--- src/rtl/xge_pkt_rx_reader.sv ---
// xge_pkt_rx_reader: host-side reader for the XGE MAC pkt_rx_* interface.
// Issues read enables while buffer room allows, checks SOP/EOP framing,
// measures frame length and drains words through a first-word
// fall-through FIFO as a valid/ready stream.
// Optional build macro XGE_RX_STATS_EN adds frame/error/byte counters
// with a synchronous clear (stats_clr).
//
// Handshake: a word moves downstream on every cycle where
// out_valid && out_ready. out_* hold steady while out_valid && !out_ready.
// On the MAC side, a word is presented with pkt_rx_val exactly one cycle
// after pkt_rx_ren.
module xge_pkt_rx_reader #(
    parameter int FIFO_DEPTH = 4,
    parameter int LEN_W      = 16,
    parameter int CNT_W      = 32
) (
    input  logic             clk_156m25,
    input  logic             reset_156m25_n,
    input  logic             pkt_rx_avail,
    output logic             pkt_rx_ren,
    input  logic [63:0]      pkt_rx_data,
    input  logic             pkt_rx_val,
    input  logic             pkt_rx_sop,
    input  logic             pkt_rx_eop,
    input  logic [2:0]       pkt_rx_mod,
    input  logic             pkt_rx_err,
    output logic [63:0]      out_data,
    output logic             out_valid,
    input  logic             out_ready,
    output logic             out_sop,
    output logic             out_eop,
    output logic [2:0]       out_mod,
    output logic             out_err,
    output logic [LEN_W-1:0] frame_len,
    output logic             frame_len_vld,
`ifdef XGE_RX_STATS_EN
    input  logic             stats_clr,
    output logic [CNT_W-1:0] rx_frame_cnt,
    output logic [CNT_W-1:0] rx_err_cnt,
    output logic [CNT_W-1:0] rx_frame_err_cnt,
    output logic [CNT_W-1:0] rx_byte_cnt,
`endif
    output logic             dbg_state
);

    localparam int AW = $clog2(FIFO_DEPTH);
    localparam logic [AW:0] DEPTH_C = FIFO_DEPTH[AW:0];
    localparam logic [AW:0] ONE_C   = 1;
    localparam logic [AW:0] TWO_C   = 2;

    typedef enum logic {IDLE, READ} state_t;

    typedef struct packed {
        logic [63:0] data;
        logic        sop;
        logic        eop;
        logic [2:0]  mod;
        logic        err;
    } entry_t;

    state_t          state_q, state_d;
    entry_t          mem_q [FIFO_DEPTH];
    entry_t          wr_entry, head;
    logic [AW-1:0]   wr_ptr_q, rd_ptr_q;
    logic [AW:0]     count_q, count_d, free_slots;
    logic            push, pop;
    logic            in_frame_q, in_frame_d;
    logic [LEN_W-1:0] len_q, len_d, len_sat;
    logic [LEN_W-1:0] frame_len_q, frame_len_d;
    logic            frame_len_vld_q, frame_len_vld_d;
    logic [LEN_W:0]  len_sum;
    logic [3:0]      word_bytes;

    assign free_slots = DEPTH_C - count_q;
    assign pop        = (count_q != '0) && out_ready;
    assign word_bytes = (pkt_rx_eop && (pkt_rx_mod != 3'd0)) ? {1'b0, pkt_rx_mod} : 4'd8;
    assign dbg_state  = (state_q == READ);

    // Read FSM: ren is combinational so it drops in the same cycle as EOP capture.
    always_comb begin
        state_d    = state_q;
        pkt_rx_ren = 1'b0;
        case (state_q)
            IDLE: if (pkt_rx_avail && (free_slots >= TWO_C)) state_d = READ;
            READ: begin
                if (pkt_rx_val && pkt_rx_eop) state_d = IDLE;
                else                          pkt_rx_ren = (free_slots >= TWO_C);
            end
            default: state_d = IDLE;
        endcase
    end

    // Framing check and length accumulation for each captured word.
    always_comb begin
        push            = 1'b0;
        wr_entry.data   = pkt_rx_data;
        wr_entry.sop    = pkt_rx_sop;
        wr_entry.eop    = pkt_rx_eop;
        wr_entry.mod    = pkt_rx_mod;
        wr_entry.err    = pkt_rx_err;
        in_frame_d      = in_frame_q;
        len_d           = len_q;
        frame_len_d     = frame_len_q;
        frame_len_vld_d = 1'b0;
        len_sum         = '0;
        if (pkt_rx_val) begin
            if (pkt_rx_sop) begin
                // A SOP inside an open frame restarts the frame and is flagged.
                push         = 1'b1;
                wr_entry.err = pkt_rx_err | in_frame_q;
                len_sum      = (LEN_W+1)'(word_bytes);
            end else if (in_frame_q) begin
                push    = 1'b1;
                len_sum = {1'b0, len_q} + (LEN_W+1)'(word_bytes);
            end
        end
        len_sat = len_sum[LEN_W] ? {LEN_W{1'b1}} : len_sum[LEN_W-1:0];
        if (push) begin
            in_frame_d = !pkt_rx_eop;
            len_d      = len_sat;
            if (pkt_rx_eop) begin
                frame_len_d     = len_sat;
                frame_len_vld_d = 1'b1;
            end
        end
    end

    // FIFO occupancy update; push and pop together leave it unchanged.
    always_comb begin
        count_d = count_q;
        case ({push, pop})
            2'b10:   count_d = count_q + ONE_C;
            2'b01:   count_d = count_q - ONE_C;
            default: count_d = count_q;
        endcase
    end

    // Control state, pointers and length registers.
    always_ff @(posedge clk_156m25 or negedge reset_156m25_n) begin
        if (!reset_156m25_n) begin
            state_q         <= IDLE;
            wr_ptr_q        <= '0;
            rd_ptr_q        <= '0;
            count_q         <= '0;
            in_frame_q      <= 1'b0;
            len_q           <= '0;
            frame_len_q     <= '0;
            frame_len_vld_q <= 1'b0;
        end else begin
            state_q         <= state_d;
            count_q         <= count_d;
            in_frame_q      <= in_frame_d;
            len_q           <= len_d;
            frame_len_q     <= frame_len_d;
            frame_len_vld_q <= frame_len_vld_d;
            if (push) wr_ptr_q <= wr_ptr_q + 1'b1;
            if (pop)  rd_ptr_q <= rd_ptr_q + 1'b1;
        end
    end

    // FIFO storage; contents are don't-care while the slot is empty.
    always_ff @(posedge clk_156m25) begin
        if (push) mem_q[wr_ptr_q] <= wr_entry;
    end

    assign head          = mem_q[rd_ptr_q];
    assign out_valid     = (count_q != '0);
    assign out_data      = out_valid ? head.data : 64'd0;
    assign out_sop       = out_valid & head.sop;
    assign out_eop       = out_valid & head.eop;
    assign out_mod       = out_valid ? head.mod : 3'd0;
    assign out_err       = out_valid & head.err;
    assign frame_len     = frame_len_q;
    assign frame_len_vld = frame_len_vld_q;

    // The ren throttle must make a write into a full FIFO impossible.
    a_no_overflow: assert property (@(posedge clk_156m25) disable iff (!reset_156m25_n)
        !(push && (count_q == DEPTH_C) && !pop));

`ifdef XGE_RX_STATS_EN
    logic             frame_err_ev, eop_ev, mac_err_q, mac_err_d;
    logic [CNT_W-1:0] frame_cnt_q, err_cnt_q, frame_err_cnt_q, byte_cnt_q;

    assign frame_err_ev = pkt_rx_val && (pkt_rx_sop ? in_frame_q : !in_frame_q);
    assign eop_ev       = push && pkt_rx_eop;
    assign mac_err_d    = pkt_rx_sop ? pkt_rx_err : (mac_err_q | pkt_rx_err);

    // Statistics; a clear in the same cycle as an event keeps that event.
    always_ff @(posedge clk_156m25 or negedge reset_156m25_n) begin
        if (!reset_156m25_n) begin
            mac_err_q       <= 1'b0;
            frame_cnt_q     <= '0;
            err_cnt_q       <= '0;
            frame_err_cnt_q <= '0;
            byte_cnt_q      <= '0;
        end else begin
            if (push) mac_err_q <= mac_err_d;
            frame_cnt_q     <= (stats_clr ? '0 : frame_cnt_q) + CNT_W'(eop_ev);
            err_cnt_q       <= (stats_clr ? '0 : err_cnt_q) + CNT_W'(eop_ev && mac_err_d);
            frame_err_cnt_q <= (stats_clr ? '0 : frame_err_cnt_q) + CNT_W'(frame_err_ev);
            byte_cnt_q      <= (stats_clr ? '0 : byte_cnt_q) + (eop_ev ? CNT_W'(len_sat) : '0);
        end
    end

    assign rx_frame_cnt     = frame_cnt_q;
    assign rx_err_cnt       = err_cnt_q;
    assign rx_frame_err_cnt = frame_err_cnt_q;
    assign rx_byte_cnt      = byte_cnt_q;
`endif

endmodule

--- config.mk ---
export PLATFORM = sky130hd
export DESIGN_NAME = xge_pkt_rx_reader
export DESIGN_NICKNAME = d
export VERILOG_FILES = /design/src/rtl/xge_pkt_rx_reader.sv
export SDC_FILE = /design/constraint.sdc
export NUM_CORES = 1
export LEC_CHECK = 0
export BUFFER_PORTS_ARGS = -buffer_cell sky130_fd_sc_hd__clkbuf_2
export CAP_MARGIN = 5
export CELL_PAD_IN_SITES_DETAIL_PLACEMENT = 0
export CELL_PAD_IN_SITES_GLOBAL_PLACEMENT = 1
export CORE_UTILIZATION = 53
export DETAILED_ROUTE_END_ITERATION = 7
export MAX_ROUTING_LAYER = met4
export PLACE_DENSITY_LB_ADDON = 0.1
export SLEW_MARGIN = 20
export SYNTH_ARGS = -nofsm -noshare
export SYNTH_HDL_FRONTEND = slang
export SYNTH_SLANG_ARGS = --single-unit
--- constraint.sdc ---
create_clock -name clk_156m25 -period 4.5 [get_ports clk_156m25]
set_clock_uncertainty 0.15 [all_clocks]
set_input_delay 0.675 -clock clk_156m25 [delete_from_list [all_inputs] [get_ports clk_156m25]]
set_output_delay 0.675 -clock clk_156m25 [all_outputs]
set_load 0.01 [all_outputs]
==> results of run 1 <==
## power by group
| group | internal [mW] | total [mW] | switching [mW] |
|---|---|---|---|
| clock network | 1.56 | 2.62 | 1.06 |
| registers | 3.71 | 4.05 | 0.344 |
| logic | 1.35 | 2.65 | 1.30 |
## flip-flops by register name, indices dropped and copies added, names as in the netlist
name	cells
mem_q	280
dbg_state	1
count_q	3
in_frame_q	1
frame_len	16
wr_ptr_q	2
len_q	16
rd_ptr_q	2
frame_len_vld	1
## layer usage
metal  share of wire, %  global-route usage [%]  wire [µm]
met5                  0                       -          0
met4                1.4                    5.49        357
met3                4.9                    3.94       1220
met2                 50                    33.8      12300
met1                 44                    28.6      10900
## layout make-up
| type | count | area (µm²) | area share, % |
|---|---|---|---|
| Clock buffer | 46 | 927 | 6.12 |
| Tap cell | 319 | 399 | 2.63 |
| Clock inverter | 12 | 111 | 0.735 |
| Timing Repair Buffer | 172 | 931 | 6.15 |
| Multi-Input combinational cell | 332 | 3250 | 21.5 |
| Inverter | 14 | 55.1 | 0.363 |
| Sequential cell | 322 | 9470 | 62.5 |
| Antenna cell | 3 | 7.51 | 0.0496 |
## metrics by stage
stage | util [%] | hold WS (ns) | setup slack [ns]
after floorplan | - | 0.229 | 0.999
after global placement | 59.5 | 0.315 | 1.27
after detailed placement | 59.5 | 0.318 | 1.14
after CTS | 63.9 | 0.222 | 0.897
after global routing | 64.0 | 0.226 | 0.794
final | 64.0 | 0.181 | 0.987
## synthesized netlist by cell type (8+ instances only)
cell	n	area share [%]
a21oi_1	28	1.1
and2_1	77	3.7
buf_2	9	0.35
clkbuf_1	20	0.58
dfrtp_1	42	8.1
edfxtp_1	280	65
ha_1	12	1.2
inv_1	14	0.41
mux4_2	70	12
nand2_1	33	0.96
nand3_1	8	0.31
nor2_1	20	0.58
o21ai_0	18	0.70
xor2_1	9	0.61
## cells by family after synthesis
group                    after synthesis
flip-flops                           322
AND/OR/NAND/NOR                      158
AO/OA/AOI/OAI                         75
multiplexers                          71
buffers and inverters                 51
XOR/XNOR                              14
adder cells (fa/ha/maj)               14
## how the worst max path moves through the flow
stage / startpoint / end / slack [ns] / depth (start not counted)
2_1_floorplan: pkt_rx_val / mem_q[0][0]$_DFFE_PP_ / 1.0 / 4
3_3_place_gp: pkt_rx_mod[0] / frame_len[15]$_DFFE_PN0P_ / 1.27 / 8
3_5_place_dp: pkt_rx_sop / count_q[1]$_DFFE_PN0P_ / 1.14 / 8
4_1_cts: rd_ptr_q[0]$_DFFE_PN0P_ / out_data[2] / 0.90 / 4
5_1_grt: rd_ptr_q[0]$_DFFE_PN0P_ / out_data[2] / 0.79 / 4
6_report: rd_ptr_q[0]$_DFFE_PN0P_ / out_data[2] / 0.99 / 4
## worst max-delay path: stages, from the launching register on
cell and delay, ns:
dfrtp_4 0.91, buf_4 0.40, mux4_2 0.55, and2_1 0.18, clkbuf_2 0.13
==> summary.md, run 1 <==
| Metric | Value |
|---|---|
| Number of flops mapped to enable cells by yosys | `280` |
| CTS tree | `done` |
| I/O pin cnt | `165` |
| Worst R2R Path Depth | `7` |
| Final Wtd Congestion | `0.827` |
| Peak supply drop | `0.000490 V` |
| Detailed Route WL | `24800 µm` |
| DR WL/cell | `20.3 µm` |
| Mux contribution to synthesized area | `12.3%` |
| R2r setup slk | `1.73 ns` |
| Critical path type | `reg2out` |
| First-pass GRT wire length | `38300 µm` |
| Reg2Reg Launch Point | `in_frame_q$_DFFE_PN0P_` |
| PD cells | `615 nW/µm²` |
| RSZ-0062 raised after global routing | `no` |
| CTS buffer count | `34` |
| Htree depth | `2` |
| Setup Total Neg Slack | `0 ns` |
| Nets@finish | `965` |
| Post-Synthesis Cells | `705` |
| Commonest non-fill, non-tap cells in the layout | `edfxtp_1, clkbuf_2, and2_1` |
| Final Cell Area | `15100 µm²` |
| Initial Utilization | `54.5%` |
| Slew Viols, Final | `0` |
| Total number of vias | `6775` |
| Reg2reg end | `count_q[1]$_DFFE_PN0P_` |
| Synth warn | `0` |
| Setup bufs post-CTS | `0` |
| Final Setup Violations | `0` |
| DR iter-0 viols | `396` |
| Die ar. | `25000 µm²` |
| Post-Syn Area per Cell | `18.3 µm²` |
| FMAX | `285 MHz` |
| Drc violations | `0` |
| Largest net degree at the start of global routing | `72` |
| Period utilisation layout | `78.1%` |
| Sequential share of the synthesized area | `73.2%` |
| Post-Syn Nets | `794` |
| Adder-cell area share of the yosys netlist | `1.47%` |
| Synth async-reset ratio | `13.0%` |
| Die Y | `158 µm` |
| Count of input and output buffers | `164` |
| Row cnt | `56` |
| Detailed Place HPWL | `14900 µm` |
| Max_cap viols | `0` |
| Max-slew headroom | `27.5%` |
| CP required | `3.67 ns` |
| Post-placement cell area | `14100 µm²` |
| Vias per cell | `5.55` |
| Simple-gate share of the synthesized area | `6.87%` |
| Synth Flop Type | `edfxtp_1` |
| Placeable Area | `23700 µm²` |
| Global-route usage over all layers | `21.3%` |
| Fillers | `1747` |
| Clock sink count | `322` |
| Longest Clk Path Bufs | `3` |
| Commonest non-fill, non-tap cell in the layout | `edfxtp_1` |
| Largest family of logic cells by synthesized area | `multiplexers` |
| Clk Latency, worst-skew pair | `0.49 ns` |
| Vias in the first global route | `6905` |
| CP Launch Type | `flop` |
| Least-Margin Pin Slew | `1.09 ns` |
| DP Cell Count | `1159` |
| Die width | `158 µm` |
| Worst Setup End Kind | `output port` |
| Drt pass-1 iters | `4` |
| XOR/XNOR Fraction of Synth Area | `0.949%` |
| Status | `finished clean` |
| Synth cell types | `48` |
| Final Hold Viols | `0` |
| Root Buffer | `clkbuf_16` |
| Clk slew on worst S/H paths | `0.06 ns` |
| # hold bufs at CTS | `0` |
| Crit path arrival time | `2.69 ns` |
| Crit path max fanout | `35` |
| Synth Area in Compound Gates | `3.52%` |
| Final Instance Count excl. Fillers | `1220` |
| Minimum clock period | `3.51 ns` |
| Antenna violations before repair | `2` |
| Share of post-route cells with drive strength above 1 | `34.0%` |
| Pleak | `5.51 nW` |
| Routed Antenna Nets | `0` |
| #FFs+latches synth | `322` |
| CTS resizes | `0` |
| Global route overflow | `0` |
| HP Class | `in2async` |
| Tot Pwr | `9.32 mW` |
| Layout area overhead | `17.3%` |
| Post-Syn Area | `12900 µm²` |
No activity file was read; power rests on OpenSTA's default activity.
==> run 2: changes to the inputs <==
Settings changed: CORE_UTILIZATION 53 to 49.
Clock period 4.5 ns to 3.4 ns, I/O delays scaled along.
==> summary.md, run 2 (same netlist as run 1, synthesis figures left out) <==
| Metric | Value |
|---|---|
| Status | `finished clean` |
| Crit path arrival time | `2.42 ns` |
| # hold bufs at CTS | `0` |
| Layout area overhead | `19.4%` |
| PD cells | `825 nW/µm²` |
| Commonest non-fill, non-tap cells in the layout | `edfxtp_1, clkbuf_2, and2_1` |
| CP Launch Type | `flop` |
| Longest Clk Path Bufs | `3` |
| Min Hold Slack | `0.0361 ns` |
| Routed Antenna Nets | `0` |
| FMAX | `324 MHz` |
| Minimum clock period | `3.08 ns` |
| Crit-path max cell delay | `0.72 ns` |
| Row cnt | `59` |
| Final Hold Viols | `0` |
| Worst slack, placed | `0.321 ns` |
| CTS tree | `done` |
| Reg with most FFs | `mem_q` |
| Clock sink count | `322` |
| Setup bufs post-CTS | `0` |
| Vias in the first global route | `7209` |
| Die width | `164 µm` |
| Final Instance Count excl. Fillers | `1251` |
| CP Cell Sequence | `buf_4 > mux4_2 > and2_1 > clkbuf_2` |
| Critical path type | `reg2out` |
| Worst path bufs/invs | `2` |
| RSZ-0062 raised after global routing | `no` |
| Die Y | `164 µm` |
| Peak supply drop | `0.000436 V` |
| Drc violations | `0` |
| Antenna violations before repair | `0` |
| Commonest non-fill, non-tap cell in the layout | `edfxtp_1` |
| Vias per cell | `5.52` |
| Tot Pwr | `12.7 mW` |
| Fillers | `1998` |
| Nets@finish | `979` |
| Final Cell Area | `15400 µm²` |
| Setup Total Neg Slack | `0 ns` |
| Final Setup Violations | `0` |
| Htree depth | `2` |
| Global-route usage over all layers | `20.2%` |
| Global route overflow | `0` |
| Family with the most delay on the worst path | `flip-flops` |
| Largest register FFs | `280` |
| Total number of vias | `6904` |
| Clk Latency, worst-skew pair | `0.50 ns` |
| First-pass GRT wire length | `39800 µm` |
| Ant diodes | `0` |
| Layout Utilization | `59.3%` |
| Count of input and output buffers | `164` |
| Worst Setup End Kind | `output port` |
| CP required | `2.74 ns` |
| Final Wtd Congestion | `0.849` |
| Initial Utilization | `49.7%` |
| HP Class | `in2async` |
| Share of post-route cells with drive strength above 1 | `35.0%` |
| Detailed Route WL | `25900 µm` |
| Crit path max fanout | `21` |
| Slowest CP cell | `dfrtp_4` |
| Least-Margin Pin Slew | `1.01 ns` |
| Die ar. | `27000 µm²` |
| DR iter-0 viols | `440` |
| DR WL/cell | `20.7 µm` |
| Final worst slack | `0.315 ns` |
| DP Cell Count | `1188` |
| Pleak | `5.64 nW` |
| CTS buffer count | `35` |
| Max_cap viols | `0` |
| Detailed Place HPWL | `16200 µm` |
| CTS resizes | `0` |
| Max-slew headroom | `33.0%` |
| Post-placement cell area | `14300 µm²` |
| Drt pass-1 iters | `4` |
| Slew Viols, Final | `0` |
| Placeable Area | `26000 µm²` |
| I/O pin cnt | `165` |
| Largest net degree at the start of global routing | `44` |
| Period utilisation layout | `90.7%` |
| Clk slew on worst S/H paths | `0.06 ns` |
| Root Buffer | `clkbuf_16` |
[run 2: where the power goes]
group | total [mW] | switching [mW] | internal [mW]
registers | 5.18 | 0.269 | 4.91
logic | 3.81 | 1.95 | 1.86
clock network | 3.73 | 1.42 | 2.31
total | 12.7 | 3.64 | 9.08
[run 2: worst paths after layout]
path                                           end  slack (ns)                     from  cells after the start
min in group clk_156m25     mem_q[2][46]$_DFFE_PP_        0.08          pkt_rx_data[40]                      1
max reg2reg                   len_q[9]$_DFFE_PN0P_        0.81     len_q[0]$_DFFE_PN0P_                      7
min reg2reg                 count_q[0]$_DFFE_PN0P_        0.33   count_q[0]$_DFFE_PN0P_                      1
max in group asynchronous  rd_ptr_q[1]$_DFFE_PN0P_        2.34           reset_156m25_n                      1
min                         count_q[0]$_DFFE_PN0P_        0.04           reset_156m25_n                      1
max                                   out_data[34]        0.32  rd_ptr_q[0]$_DFFE_PN0P_                      4
[run 2: area by class of cell]
type | count | area (µm²) | area share (%)
multi-input cells | 332 | 3250 | 21.1
repair buffers | 185 | 1080 | 7.00
flip-flops and latches | 322 | 9470 | 61.4
well taps | 335 | 419 | 2.72
clock buffers | 47 | 973 | 6.31
inverters | 14 | 52.6 | 0.341
clock inverters | 16 | 178 | 1.15
[run 2: per-layer routing]
layer,global-route usage (%),up-vias,share of wire (%)
met5,-,-,0
met4,4.88,0,1.5
met3,3.37,32,4.8
met2,34.2,160,52
met1,25.5,3580,42
li1,-,3132,-
==> run 3: changes to the inputs <==
Settings changed: CTS_BUF_LIST from default to sky130_fd_sc_hd__clkbuf_16.
==> summary.md, run 3 (same netlist as run 1, synthesis figures left out) <==
| Metric | Value |
|---|---|
| Vias in the first global route | `7209` |
| Die ar. | `27000 µm²` |
| DR iter-0 viols | `432` |
| Routed Antenna Nets | `0` |
| First-pass GRT wire length | `39800 µm` |
| DR WL/cell | `20.7 µm` |
| Critical path type | `reg2out` |
| Worst path bufs/invs | `2` |
| Start point of the critical path | `rd_ptr_q[0]$_DFFE_PN0P_` |
| Reg2Reg Launch Point | `len_q[0]$_DFFE_PN0P_` |
| Max_cap viols | `0` |
| CP Cell Sequence | `buf_4 > mux4_2 > and2_1 > clkbuf_2` |
| Count of input and output buffers | `164` |
| CTS buffer count | `35` |
| Status | `finished clean` |
| Commonest non-fill, non-tap cells in the layout | `edfxtp_1, clkbuf_2, and2_1` |
| CTS resizes | `0` |
| Crit path max fanout | `21` |
| Final Wtd Congestion | `0.849` |
| Detailed Route WL | `25900 µm` |
| Final Cell Area | `15400 µm²` |
| Ant diodes | `0` |
| Die Y | `164 µm` |
| CTS tree | `done` |
| Largest register FFs | `280` |
| Slowest CP cell | `dfrtp_4` |
| Commonest non-fill, non-tap cell in the layout | `edfxtp_1` |
| Placeable Area | `26000 µm²` |
| CP Launch Type | `flop` |
| Row cnt | `59` |
| Clk Latency, worst-skew pair | `0.50 ns` |
| Layout area overhead | `19.3%` |
| I/O pin cnt | `165` |
| Global route overflow | `0` |
| Vias per cell | `5.52` |
| Die width | `164 µm` |
| Drt pass-1 iters | `5` |
| PD cells | `822 nW/µm²` |
| Max-slew headroom | `32.8%` |
| Largest net degree at the start of global routing | `44` |
| Slew Viols, Final | `0` |
| Total number of vias | `6902` |
| Nets@finish | `979` |
| Setup bufs post-CTS | `0` |
| # hold bufs at CTS | `0` |
| Peak supply drop | `0.000436 V` |
| Pleak | `5.68 nW` |
| Crit-path max cell delay | `0.72 ns` |
| Final Setup Violations | `0` |
| Worst Setup End Kind | `output port` |
| Initial Utilization | `49.7%` |
| Root Buffer | `clkbuf_16` |
| Antenna violations before repair | `0` |
| Crit path arrival time | `2.42 ns` |
| Period utilisation layout | `90.5%` |
| Htree depth | `2` |
| Post-placement cell area | `14300 µm²` |
| RSZ-0062 raised after global routing | `no` |
| Share of post-route cells with drive strength above 1 | `34.9%` |
| Longest Clk Path Bufs | `3` |
| CP required | `2.74 ns` |
| Clk slew on worst S/H paths | `0.06 ns` |
| Least-Margin Pin Slew | `1.01 ns` |
| Family with the most delay on the worst path | `flip-flops` |
| Minimum clock period | `3.08 ns` |
| Drc violations | `0` |
| Clock sink count | `322` |
| Detailed Place HPWL | `16200 µm` |
| Setup Total Neg Slack | `0 ns` |
| FMAX | `325 MHz` |
| Global-route usage over all layers | `20.2%` |
| HP Class | `in2async` |
| Reg with most FFs | `mem_q` |
| Final Hold Viols | `0` |
run 3: worst reg2reg max path, delay by kind of cell (launching register included):
family	cells	cell delay [ns]
adder cells (fa/ha/maj)	2	0.66
AND/OR/NAND/NOR	3	0.63
flip-flops	1	0.39
AO/OA/AOI/OAI	2	0.62
run 3: path summary, 6_finish.rpt:
| check | to | cells past startpoint | slack [ns] |
|---|---|---|---|
| max in group asynchronous | rd_ptr_q[1]$_DFFE_PN0P_ | 1 | 2.33 |
| min in group clk_156m25 | mem_q[3][59]$_DFFE_PP_ | 1 | 0.08 |
| min | count_q[0]$_DFFE_PN0P_ | 1 | 0.04 |
| min reg2reg | count_q[0]$_DFFE_PN0P_ | 1 | 0.33 |
| max reg2reg | len_q[9]$_DFFE_PN0P_ | 7 | 0.78 |
| max | out_data[34] | 4 | 0.32 |
run 3: through the flow:
step	std cells	worst slack (ns)	power (mW)	hold WS, ns	util [%]
finish	1251	0.324	12.7	0.0371	59.3
global route	1251	0.178	13.3	0.0587	59.3
CTS	1251	0.247	12.9	0.0595	59.3
detailed placement	1188	0.321	9.17	0.323	54.9
global placement	1188	0.413	9.09	0.311	54.9
floorplan	705	0.0645	7.65	0.0644	-
run 3: power breakdown:
part	switching [mW]	internal, mW	total, mW
registers	0.268	4.91	5.17
logic	1.94	1.86	3.81
clock network	1.42	2.26	3.68
run 3: final cells by class:
type                       count  area (µm²)
clock inverter                26         215
fill                        2000       10600
inverter                      14        52.6
tap                          335         419
timing repair buffer         185        1080
multi-input combinational    332        3250
clock buffer                  37         926
sequential                   322        9470
run 3: layer usage:
metal | GRT usage, % | wire (µm) | vias up | share of wire [%]
met5 | - | 0 | - | 0
met1 | 25.5 | 10800 | 3568 | 42
met3 | 3.37 | 1300 | 32 | 5.0
li1 | - | - | 3134 | -
met4 | 4.88 | 396 | 0 | 1.5
met2 | 34.1 | 13400 | 168 | 52
